### src/rtl/debounce_sync.sv
// Switch/pin debouncer: a metastability synchronizer followed by a four-state
// qualification FSM, with a saturating count of rejected level changes.
module debounce_sync #(
  parameter int SYNC_STAGES     = 2,
  parameter int DEBOUNCE_CYCLES = 16,
  parameter int CNT_W           = 16
) (
  input  logic       clk,
  input  logic       rst,
  input  logic       data_in,
  input  logic       en,
  output logic       data_out,
  output logic       busy,
  output logic [7:0] glitch_cnt
);

  typedef enum logic [1:0] {
    ST_LOW   = 2'd0,
    CHK_HIGH = 2'd1,
    ST_HIGH  = 2'd2,
    CHK_LOW  = 2'd3
  } state_t;

  // cnt counts qualifying samples after the one that opened the CHK state
  localparam logic [CNT_W-1:0] CNT_LAST = CNT_W'(DEBOUNCE_CYCLES - 2);

  function automatic logic [7:0] sat_inc8(input logic [7:0] val);
    sat_inc8 = (val == 8'hFF) ? val : val + 8'd1;
  endfunction

  logic [SYNC_STAGES-1:0] r_sync;
  logic                   w_s;

  state_t                 r_state;
  state_t                 w_state_nxt;
  logic [CNT_W-1:0]       r_cnt;
  logic [CNT_W-1:0]       w_cnt_nxt;
  logic                   r_data_out;
  logic                   w_data_out_nxt;
  logic                   r_busy;
  logic                   w_busy_nxt;
  logic [7:0]             r_glitch_cnt;
  logic                   w_glitch_inc;

  // Stage 0: synchronizer, shifts every cycle independent of en
  always_ff @(posedge clk or posedge rst) begin
    if (rst) begin
      r_sync <= '0;
    end else begin
      r_sync <= {r_sync[SYNC_STAGES-2:0], data_in};
    end
  end

  assign w_s = r_sync[SYNC_STAGES-1];

  // Stage 1: qualification FSM
  always_ff @(posedge clk or posedge rst) begin
    if (rst) begin
      r_state      <= ST_LOW;
      r_cnt        <= '0;
      r_data_out   <= 1'b0;
      r_busy       <= 1'b0;
      r_glitch_cnt <= 8'd0;
    end else begin
      r_state    <= w_state_nxt;
      r_cnt      <= w_cnt_nxt;
      r_data_out <= w_data_out_nxt;
      r_busy     <= w_busy_nxt;
      if (w_glitch_inc) begin
        r_glitch_cnt <= sat_inc8(r_glitch_cnt);
      end
    end
  end

  always_comb begin
    w_state_nxt    = r_state;
    w_cnt_nxt      = r_cnt;
    w_data_out_nxt = r_data_out;
    w_glitch_inc   = 1'b0;

    unique case (r_state)
      ST_LOW: begin
        w_data_out_nxt = 1'b0;
        if (w_s && en) begin
          w_state_nxt = CHK_HIGH;
          w_cnt_nxt   = '0;
        end
      end

      CHK_HIGH: begin
        // en abort wins over a reverting sample, so it never counts as a glitch
        if (!en) begin
          w_state_nxt = ST_LOW;
          w_cnt_nxt   = '0;
        end else if (w_s) begin
          if (r_cnt == CNT_LAST) begin
            w_state_nxt    = ST_HIGH;
            w_data_out_nxt = 1'b1;
            w_cnt_nxt      = '0;
          end else begin
            w_cnt_nxt = r_cnt + CNT_W'(1);
          end
        end else begin
          w_state_nxt  = ST_LOW;
          w_cnt_nxt    = '0;
          w_glitch_inc = 1'b1;
        end
      end

      ST_HIGH: begin
        w_data_out_nxt = 1'b1;
        if (!w_s && en) begin
          w_state_nxt = CHK_LOW;
          w_cnt_nxt   = '0;
        end
      end

      CHK_LOW: begin
        if (!en) begin
          w_state_nxt = ST_HIGH;
          w_cnt_nxt   = '0;
        end else if (!w_s) begin
          if (r_cnt == CNT_LAST) begin
            w_state_nxt    = ST_LOW;
            w_data_out_nxt = 1'b0;
            w_cnt_nxt      = '0;
          end else begin
            w_cnt_nxt = r_cnt + CNT_W'(1);
          end
        end else begin
          w_state_nxt  = ST_HIGH;
          w_cnt_nxt    = '0;
          w_glitch_inc = 1'b1;
        end
      end

      default: begin
        w_state_nxt    = ST_LOW;
        w_cnt_nxt      = '0;
        w_data_out_nxt = 1'b0;
      end
    endcase

    w_busy_nxt = (w_state_nxt == CHK_HIGH) || (w_state_nxt == CHK_LOW);
  end

  assign data_out   = r_data_out;
  assign busy       = r_busy;
  assign glitch_cnt = r_glitch_cnt;

endmodule

### config.mk
export PLATFORM = sky130hd
export DESIGN_NAME = debounce_sync
export DESIGN_NICKNAME = d
export VERILOG_FILES = /design/src/rtl/debounce_sync.sv
export SDC_FILE = /design/constraint.sdc
export NUM_CORES = 1
export LEC_CHECK = 0
export CAP_MARGIN = 40
export CORE_MARGIN = 2
export CORE_UTILIZATION = 40
export CTS_CLUSTER_SIZE = 8
export DETAILED_ROUTE_END_ITERATION = 8
export PLACE_DENSITY = 0.69
export SLEW_MARGIN = 0
export SYNTH_ARGS = -nofsm -noshare
export SYNTH_HDL_FRONTEND = slang
export SYNTH_SLANG_ARGS = --single-unit
### constraint.sdc
create_clock -name clk -period 3.6 [get_ports clk]
set_input_delay 1.08 -clock clk [delete_from_list [all_inputs] [get_ports clk]]
set_output_delay 1.08 -clock clk [all_outputs]
set_load 0.01 [all_outputs]
==> summary.txt, run 1 <==
Largest net degree at the start of global routing -> 25
Dpl ws -> 0.758 ns
Resized cells post-CTS -> 0
Commonest non-fill, non-tap cell in the layout -> dfrtp_1
Die Ht -> 67.1 um
Mux cell area share after synthesis -> 3.38%
Postcts setup bufs -> 0
Starting density of the core -> 42.5%
Final Hold Slack -> 0.351 ns
Most frequent cells in the layout -> 29 x dfrtp_1, 14 x nor2_1, 14 x xnor2_1
Final setup margin -> 1.04 ns
Clock root cell -> clkbuf_8
Max-Cap Viols -> 0
Number of synthesized flops with an enable pin -> 0
Post-synthesis area per instance -> 10.1 um^2
WL per Instance -> 13.4 um
Setup TNS -> 0 ns
Top sig layer -> met4
Row count -> 22
Setup-failing EPs final -> 0
Critical path peak fanout -> 21
Number of buffers created by CTS -> 5
Gr usage total -> 15.6%
Clock Path Buffers -> 2
Share of cells above drive strength 1 -> 9.04%
Boundary Pins -> 14
XOR/XNOR Fraction of Synth Area -> 8.81%
P_leak -> 0.764 nW
Fin crit period -> 2.56 ns
Worst path max stage delay -> 0.56 ns
Tot Pwr -> 1.06 mW
Wire length on met3 -> 157 um
Critical path buffer and inverter count -> 2
First-pass GRT wire length -> 5240 um
Endpoint type of the worst setup path -> register
Final wirelength -> 3010 um
Placer Congestion -> 0.801
Worst setup path start -> en
Fmax -> 0.391 GHz
DRT Pass-1 Iters -> 4
Clk sinks -> 29
N_diodes -> 0
GRT Residual Overflow -> 0
Via/cell ratio -> 5.40
Vias in the first global route -> 1,168
Combinational family with the most area after synthesis -> simple AND/OR/NAND/NOR gates
RSZ-0062 raised after global routing -> false
Initial antenna violation count -> 0
Adder-Cell Fraction of Synth Area -> 5.50%
Synth Instances -> 157
Synth cell types -> 37
Fin. max-slew vios -> 0
Crit path max-delay family -> buffers and inverters
Hold_buf cts -> 0
Cell at the slowest stage of the critical path -> clkdlybuf4s50_1
CP cell instances -> clkdlybuf4s50_1, a21oi_1, buf_4, or3_4, or3_1, o21ai_1
P&R area growth vs syn -> 16.7%
Crit path kind -> in -> reg
Yosys reg bits -> 29
H-tree levels -> 2
Post-Route Skew -> 0.00292 ns
Worst Tran Pin Value -> 0.375 ns
Fin crit share -> 71.1%
Hold/Removal Path Class -> reg -> reg
Slew headroom -> 75.0%
Simple-Gate Fraction of Synth Area -> 23.9%
Sequential fraction of the synthesis area -> 45.6%
Hold wc startpoint -> r_sync[0]
Worst EP required -> 3.81 ns
CTS tree -> built
PwrDens -> 572 nW/um^2
Worst Path Arrival -> 2.77 ns
Post-synthesis cell area -> 1590 um^2
Critical R2R Launch -> r_state[1]
Finished Core Util -> 49.6%
Layout Nets -> 187
Clock Latency Late Sink -> 0.28 ns
Met1 Wirelength -> 1490 um
Met2 routed WL -> 1340 um
Clock-pin slew on the worst setup and hold paths -> 0.06 ns
Compound-gate portion of the synthesized area -> 9.51%
Detailed-route via count -> 1,216
Top_reg_cell synth -> dfrtp_1
HPWL after DPL -> 2170 um
Drc violations -> 0
Full die area -> 4500 um^2
Status -> finished clean
Asr flop ratio synth -> 100%
Die W -> 67.1 um
Syn_nets -> 168
Core area -> 3740 um^2
Port buffer count -> 13
Yosys warnings -> 0
Final Hold Fails -> 0
CP Launch Type -> input port
Peak supply drop -> 0.357 mV
1st-iter DRT viols -> 72
Post-DRT Antenna Nets -> 0
## Yosys cell counts (5+ instances only)
master	instances	area, um^2
dfrtp_1	29	726
nor2_1	14	52.6
xnor2_1	14	123
nand2_1	10	37.5
inv_1	8	30.0
ha_1	7	87.6
nor4_1	7	43.8
a21oi_1	6	30.0
nand3_1	6	30.0
nand4_1	6	37.5
and3_1	5	31.3
o21ai_0	5	25.0
## stage by stage
| stage | instances | instance area (um^2) |
|---|---|---|
| after detailed placement | 217 | 1770 |
| after global routing | 225 | 1860 |
| after floorplan | 157 | 1590 |
| final | 225 | 1860 |
| after CTS | 225 | 1860 |
| after global placement | 217 | 1770 |
## cell families (layout without fill, tap and decap cells)
group	after synthesis	count (layout)
buffers and inverters	11	31
xor gates and xnor gates	16	16
and+or+nand+nor	66	66
AOI/OAI and AO/OA	23	23
muxes	5	5
DFF	29	29
adders and majority gates	7	7
## cell type report
cell class | count | area, um^2
well taps | 48 | 60.1
clock inverters | 2 | 10.0
fillers | 354 | 1890
multi-input cells | 117 | 813
flip-flops and latches | 29 | 726
repair buffers | 15 | 145
clock buffers | 6 | 72.6
inverters | 8 | 30.0
## final timing paths
check / end / depth (start not counted) / slack (ns)
setup reg to reg: r_cnt[4] / 8 / 1.49
max in group asynchronous: r_cnt[12] / 3 / 2.03
hold reg to reg: r_sync[1] / 0 / 0.35
min in group asynchronous: r_sync[1] / 2 / 1.01
setup / recovery: r_cnt[4] / 6 / 1.04
hold / removal: r_sync[1] / 0 / 0.35
## routing by layer
metal / vias up / GRT usage, %
li1: 601 / -
met1: 577 / 20.0
met2: 36 / 24.5
met3: 2 / 6.25
met4: 0 / 3.57
met5: - / 0
## flip-flops by register name, indices dropped and copies added (netlist names)
register    cells
r_cnt          16
r_sync          2
r_state         2
glitch_cnt      8
data_out        1
## power breakdown
group	switching, mW	total, mW	internal [mW]
sequential	0.0566	0.428	0.372
combinational	0.208	0.377	0.169
clock	0.123	0.257	0.134
total	0.388	1.06	0.674
## worst register-to-register path: cells and delay by family (launching register included)
family                   cells  cell delay (ns)
adder cells (fa/ha/maj)      1             0.24
flip-flops                   1             0.42
AO/OA/AOI/OAI                2             0.14
buffers and inverters        2             0.31
AND/OR/NAND/NOR              3             0.92
Note: power is estimated with default switching activity, not from simulation.
==> run 2, diff against run 1 <==
clock period = 2.43 ns   (was 3.6 ns; I/O delays follow)
==> run 2 against run 1 <==
Core utilization up 0.13 points. Total power is 50% higher. Sequential power is 50% higher. Worst hold slack better by 0.011 ns. Clock power increased by 47%. Sequential share of layout area shrank 0.11 points. Register-to-register slack got worse by 1.1 ns. Critical path type is now reg -> out. Critical endpoint is now glitch_cnt[0]. Largest cell class unchanged. Largest power group unchanged.
==> summary.txt, run 2 (synthesis results as in run 1) <==
Status -> finished clean
Largest net degree at the start of global routing -> 30 (+20%)
Fin crit period -> 2.06 ns
Gr usage total -> 16.6% (+0.98 points)
Dpl ws -> 0.169 ns (-0.589 ns)
Final instance area -> 1860 um^2 (+0.27%)
Comb pwr share -> 36.1% (+0.6 points)
Clock root cell -> clkbuf_8
Commonest non-fill, non-tap cell in the layout -> dfrtp_1
R2R Path End -> r_cnt[14]
Boundary Pins -> 14 (unchanged)
Clock-pin slew on the worst setup and hold paths -> 0.06 ns (about the same)
Initial antenna violation count -> 0 (unchanged)
Crit path max-delay family -> buffers and inverters
Hold wc startpoint -> r_sync[0]
GRT Residual Overflow -> 0 (unchanged)
Post-Layout Cell Count -> 226 (+0.44%)
1st-iter DRT viols -> 72 (unchanged)
CP cell instances -> clkdlybuf4s50_1
Number of buffers created by CTS -> 5 (unchanged)
Row count -> 22 (unchanged)
Port buffer count -> 13 (unchanged)
Critical path buffer and inverter count -> 1 (-1)
Internal power -> 1.01 mW (+49%)
Clock share of power -> 23.8% (-0.4 points)
Critical path peak fanout -> 6 (-71%)
Final Hold Fails -> 0 (unchanged)
Final Hold Slack -> 0.362 ns (+0.0112 ns)
Finished Core Util -> 49.7% (+0.13 points)
Post-Route Skew -> 0.00722 ns (+0.00430 ns)
Max reg flops -> 16 (unchanged)
Worst EP required -> 1.70 ns (-2.11 ns)
Post-DRT Antenna Nets -> 0 (unchanged)
Critical R2R Launch -> r_state[1]
Clk sinks -> 29 (unchanged)
Cell at the slowest stage of the critical path -> clkdlybuf4s50_1
Crit path kind -> reg -> out
Vias in the first global route -> 1,239 (+6.1%)
Placer Congestion -> 0.812 (+1.3%)
Core area -> 3740 um^2 (unchanged)
P&R area growth vs syn -> 17.0%
Resized cells post-CTS -> 0 (unchanged)
WL per Instance -> 14.0 um (+4.5%)
Postcts setup bufs -> 0 (unchanged)
Via/cell ratio -> 5.55 (+2.8%)
Clock Latency Late Sink -> 0.29 ns (about the same)
Hold/Removal Path Class -> reg -> reg
Worst path max stage delay -> 0.59 ns (+0.03 ns)
Worst Tran Pin Value -> 0.383 ns (+0.00757 ns)
Fmax -> 0.487 GHz
Max-Cap Viols -> 0 (unchanged)
Fin. max-slew vios -> 0 (unchanged)
Worst Path Arrival -> 1.33 ns (-1.44 ns)
Switch share -> 36.9% (+0.40 points)
Die W -> 67.1 um (unchanged)
Drc violations -> 0 (unchanged)
Endpoint type of the worst setup path -> output port
Slew headroom -> 74.5% (-0.51 points)
First-pass GRT wire length -> 5470 um (+4.5%)
Hold_buf cts -> 0 (unchanged)
Setup TNS -> 0 ns (unchanged)
Starting density of the core -> 42.5% (unchanged)
Clock Path Buffers -> 2 (unchanged)
HPWL after DPL -> 2230 um (+2.4%)
Reg2Reg Depth -> 8 (unchanged)
Number of placed cells counting well taps -> 218 (+0.46%)
CP Launch Type -> register
Final setup margin -> 0.375 ns (-0.666 ns)
Most frequent cells in the layout -> 29 x dfrtp_1, 14 x nor2_1, 14 x xnor2_1
Peak supply drop -> 0.650 mV (+82%)
DRT Pass-1 Iters -> 4 (unchanged)
N_diodes -> 0 (unchanged)
PwrDens -> 858 nW/um^2 (+50%)
Sequential Power Share -> 40.1% (-0.2 points)
Worst setup path start -> glitch_cnt[0]
Fin crit share -> 84.6%
Detailed-route via count -> 1,255 (+3.2%)
Final wirelength -> 3160 um (+5.0%)
FF-to-FF setup slack -> 0.44 ns (-1.05 ns)
CTS tree -> built
Cells on Worst Hold Path -> 0 (unchanged)
P_leak -> 0.764 nW (about the same)
H-tree levels -> 2 (unchanged)
Setup-failing EPs final -> 0 (unchanged)
Full die area -> 4500 um^2 (unchanged)
Layout Nets -> 188 (+0.53%)
Tot Pwr -> 1.60 mW (+50%)
Reg with most FFs -> r_cnt
Hold Path Sink -> r_sync[1]
Post-DP Area -> 1780 um^2 (+0.42%)
RSZ-0062 raised after global routing -> false
Share of cells above drive strength 1 -> 8.43% (-0.61 points)
Die Ht -> 67.1 um (unchanged)
Sw power -> 589 uW (+52%)
[run 2: cell types whose count changed in the layout (fill, tap and decap cells not counted), sizes merged]
| cell | change |
|---|---|
| buf | +1 |
| clkinv | -2 |
| clkbuf | +2 |
[run 2: power groups by stage]
stage / clock network (mW) / registers (mW) / logic [mW]
floorplan: 0 / 0.646 / 0.366
global placement: 0 / 0.639 / 0.552
detailed placement: 0 / 0.644 / 0.579
CTS: 0.394 / 0.640 / 0.580
global route: 0.419 / 0.653 / 0.639
finish: 0.379 / 0.640 / 0.577
[run 2: layer usage]
| layer | wire, um | share of wire (%) | global-route usage [%] | vias to the layer above |
|---|---|---|---|---|
| met5 | 0 | 0 | 0 | - |
| met4 | 32 | 1.0 | 9.18 | 0 |
| met3 | 150 | 4.8 | 4.22 | 3 |
| met2 | 1460 | 46 | 26.1 | 28 |
| met1 | 1510 | 48 | 20.6 | 622 |
| li1 | - | - | - | 602 |
[run 2: worst max-delay path by stage]
stage                                to  slack, ns  cells past startpoint
after floorplan                r_cnt[4]       0.61                      7
after global placement         r_cnt[4]       0.21                      6
after detailed placement       r_cnt[4]       0.17                      6
after CTS                 glitch_cnt[0]       0.36                      1
after global routing          r_cnt[11]       0.19                      8
final                     glitch_cnt[0]       0.37                      1
[run 2: final cells by class]
type,instances,area [um^2]
multi-input cells,117,813
flip-flops and latches,29,726
fillers,372,1880
clock buffers,8,80.1
inverters,8,30.0
well taps,48,60.1
repair buffers,16,153
==> run 3, diff against run 2 <==
clock period = 1.9 ns   (was 2.43 ns; I/O delays follow)
==> run 3 against run 2 <==
Global-route usage decreased by 0.071 points. Register-to-register slack got worse by 0.36 ns. Combinational power grew 96%. Non-clock buffer count grew 15. Core utilization is 6.3 points higher. Total power is 51% higher. Critical path depth stayed put. Clock power up 25%. Largest power group is now combinational cells.
==> summary.txt, run 3 (synthesis results as in run 1) <==
Endpoint type of the worst setup path -> output port
Clock Latency Late Sink -> 0.27 ns (-0.02 ns)
Hold wc startpoint -> r_sync[0]
N_diodes -> 0 (unchanged)
Worst path max stage delay -> 0.57 ns (-0.02 ns)
Layout Nets -> 203 (+8.0%)
Share of cells above drive strength 1 -> 26.9% (+19 points)
Core area -> 3740 um^2 (unchanged)
Final Hold Fails -> 0 (unchanged)
Worst Tran Pin Value -> 0.511 ns (+0.129 ns)
Via/cell ratio -> 5.49 (-1.1%)
Critical path peak fanout -> 3 (-3)
Reg with most FFs -> r_cnt
Fin crit period -> 1.84 ns
P_leak -> 0.857 nW (+12%)
PwrDens -> 1150 nW/um^2 (+34%)
Cell at the slowest stage of the critical path -> clkdlybuf4s50_1
Status -> finished clean
Critical path buffer and inverter count -> 1 (unchanged)
Boundary Pins -> 14 (unchanged)
Initial antenna violation count -> 0 (unchanged)
GRT Residual Overflow -> 0 (unchanged)
Largest net degree at the start of global routing -> 30 (unchanged)
R2R Path End -> r_cnt[15]
Crit path max-delay family -> buffers and inverters
Fmax -> 0.543 GHz
First-pass GRT wire length -> 5600 um (+2.3%)
Clock root cell -> clkbuf_8
Max reg flops -> 16 (unchanged)
Fin. max-slew vios -> 0 (unchanged)
Post-DRT Antenna Nets -> 0 (unchanged)
Hold Path Sink -> r_sync[1]
Drc violations -> 0 (unchanged)
Peak supply drop -> 0.860 mV (+32%)
DRT Pass-1 Iters -> 4 (unchanged)
Worst Path Arrival -> 1.27 ns (-0.06 ns)
Die Ht -> 67.1 um (unchanged)
Gr usage total -> 16.5% (-0.071 points)
Hold_buf cts -> 0 (unchanged)
Row count -> 22 (unchanged)
Clock Path Buffers -> 2 (unchanged)
Detailed-route via count -> 1,323 (+5.4%)
Crit path kind -> reg -> out
Number of placed cells counting well taps -> 228 (+4.6%)
Dpl ws -> -0.149 ns (-0.318 ns)
Final wirelength -> 3460 um (+9.6%)
Final setup margin -> 0.0588 ns (-0.316 ns)
Setup-failing EPs final -> 0 (unchanged)
Commonest non-fill, non-tap cell in the layout -> dfrtp_1
HPWL after DPL -> 2220 um (-0.26%)
Clock-pin slew on the worst setup and hold paths -> 0.06 ns (about the same)
Full die area -> 4500 um^2 (unchanged)
Most frequent cells in the layout -> 25 x dfrtp_1, 16 x buf_4, 14 x xnor2_1
CTS tree -> built
CP Launch Type -> register
P&R area growth vs syn -> 31.8%
Number of buffers created by CTS -> 5 (unchanged)
Hold/Removal Path Class -> reg -> reg
Max-Cap Viols -> 0 (unchanged)
Clk sinks -> 29 (unchanged)
Fin crit share -> 96.9%
Placer Congestion -> 0.814 (+0.22%)
Vias in the first global route -> 1,272 (+2.7%)
Die W -> 67.1 um (unchanged)
CP cell instances -> clkdlybuf4s50_1
Post-Layout Cell Count -> 241 (+6.6%)
Starting density of the core -> 42.5% (unchanged)
1st-iter DRT viols -> 59 (-18%)
H-tree levels -> 2 (unchanged)
Worst EP required -> 1.33 ns (-0.37 ns)
Critical R2R Launch -> r_state[1]
Post-Route Skew -> 0.00386 ns (-0.00335 ns)
FF-to-FF setup slack -> 0.08 ns (-0.36 ns)
WL per Instance -> 14.3 um (+2.8%)
Cells on Worst Hold Path -> 0 (unchanged)
Port buffer count -> 13 (unchanged)
Reg2Reg Depth -> 8 (unchanged)
Slew headroom -> 65.8% (-8.7 points)
run 3: cell types whose count changed in the layout (fill, tap and decap cells not counted), sizes merged:
cell | before | now
buf | 3 | 18
clkbuf | 8 | 6
clkinv | 0 | 2
run 3: repair_timing:
action,4_1_cts,5_1_grt
resized for setup,1,28
setup buffers,0,4
setup endpoints to repair,1,25
cloned,0,1
pin swaps,0,3
run 3: area by class of cell:
cell class	instances	area [um^2]
tap	48	60.1
multi-input combinational	117	928
fill	350	1650
sequential	29	731
clock inverter	2	10.0
inverter	8	30.0
clock buffer	6	72.6
timing repair buffer	31	267
run 3: power by group:
group          internal, mW  switching (mW)
Clock                 0.253           0.222
Combinational         0.562           0.565
Sequential            0.710           0.100
run 3: per-stage QoR:
step	setup TNS [ns]	hold slack [ns]	utilization [%]	power (mW)	instance area, um^2
final	0	0.364	56.0	2.41	2100
after global routing	-0.00907	0.374	56.0	2.57	2100
after CTS	0	0.366	51.9	2.18	1940
after detailed placement	-2.15	0.351	49.6	1.68	1860
after global placement	-1.62	0.346	49.6	1.65	1860
after floorplan	0	0.331	-	1.29	1590
run 3: worst max path at each step:
stage	start	depth (start not counted)	endpoint	slack (ns)
finish	glitch_cnt[7]	1	glitch_cnt[7]	0.06
global route	r_state[1]	8	r_cnt[8]	-0.005
CTS	glitch_cnt[0]	1	glitch_cnt[0]	0.01
detailed placement	en	6	r_cnt[14]	-0.15
global placement	en	5	r_cnt[4]	-0.12
floorplan	r_state[0]	7	r_cnt[4]	0.08
run 3: metal layers:
| layer | wire [um] | vias to the layer above | GRT usage, % |
|---|---|---|---|
| met5 | 0 | - | 0 |
| met4 | 37 | 0 | 5.36 |
| met3 | 174 | 9 | 5.24 |
| met2 | 1710 | 50 | 26.6 |
| met1 | 1540 | 633 | 20.9 |
| li1 | - | 631 | - |
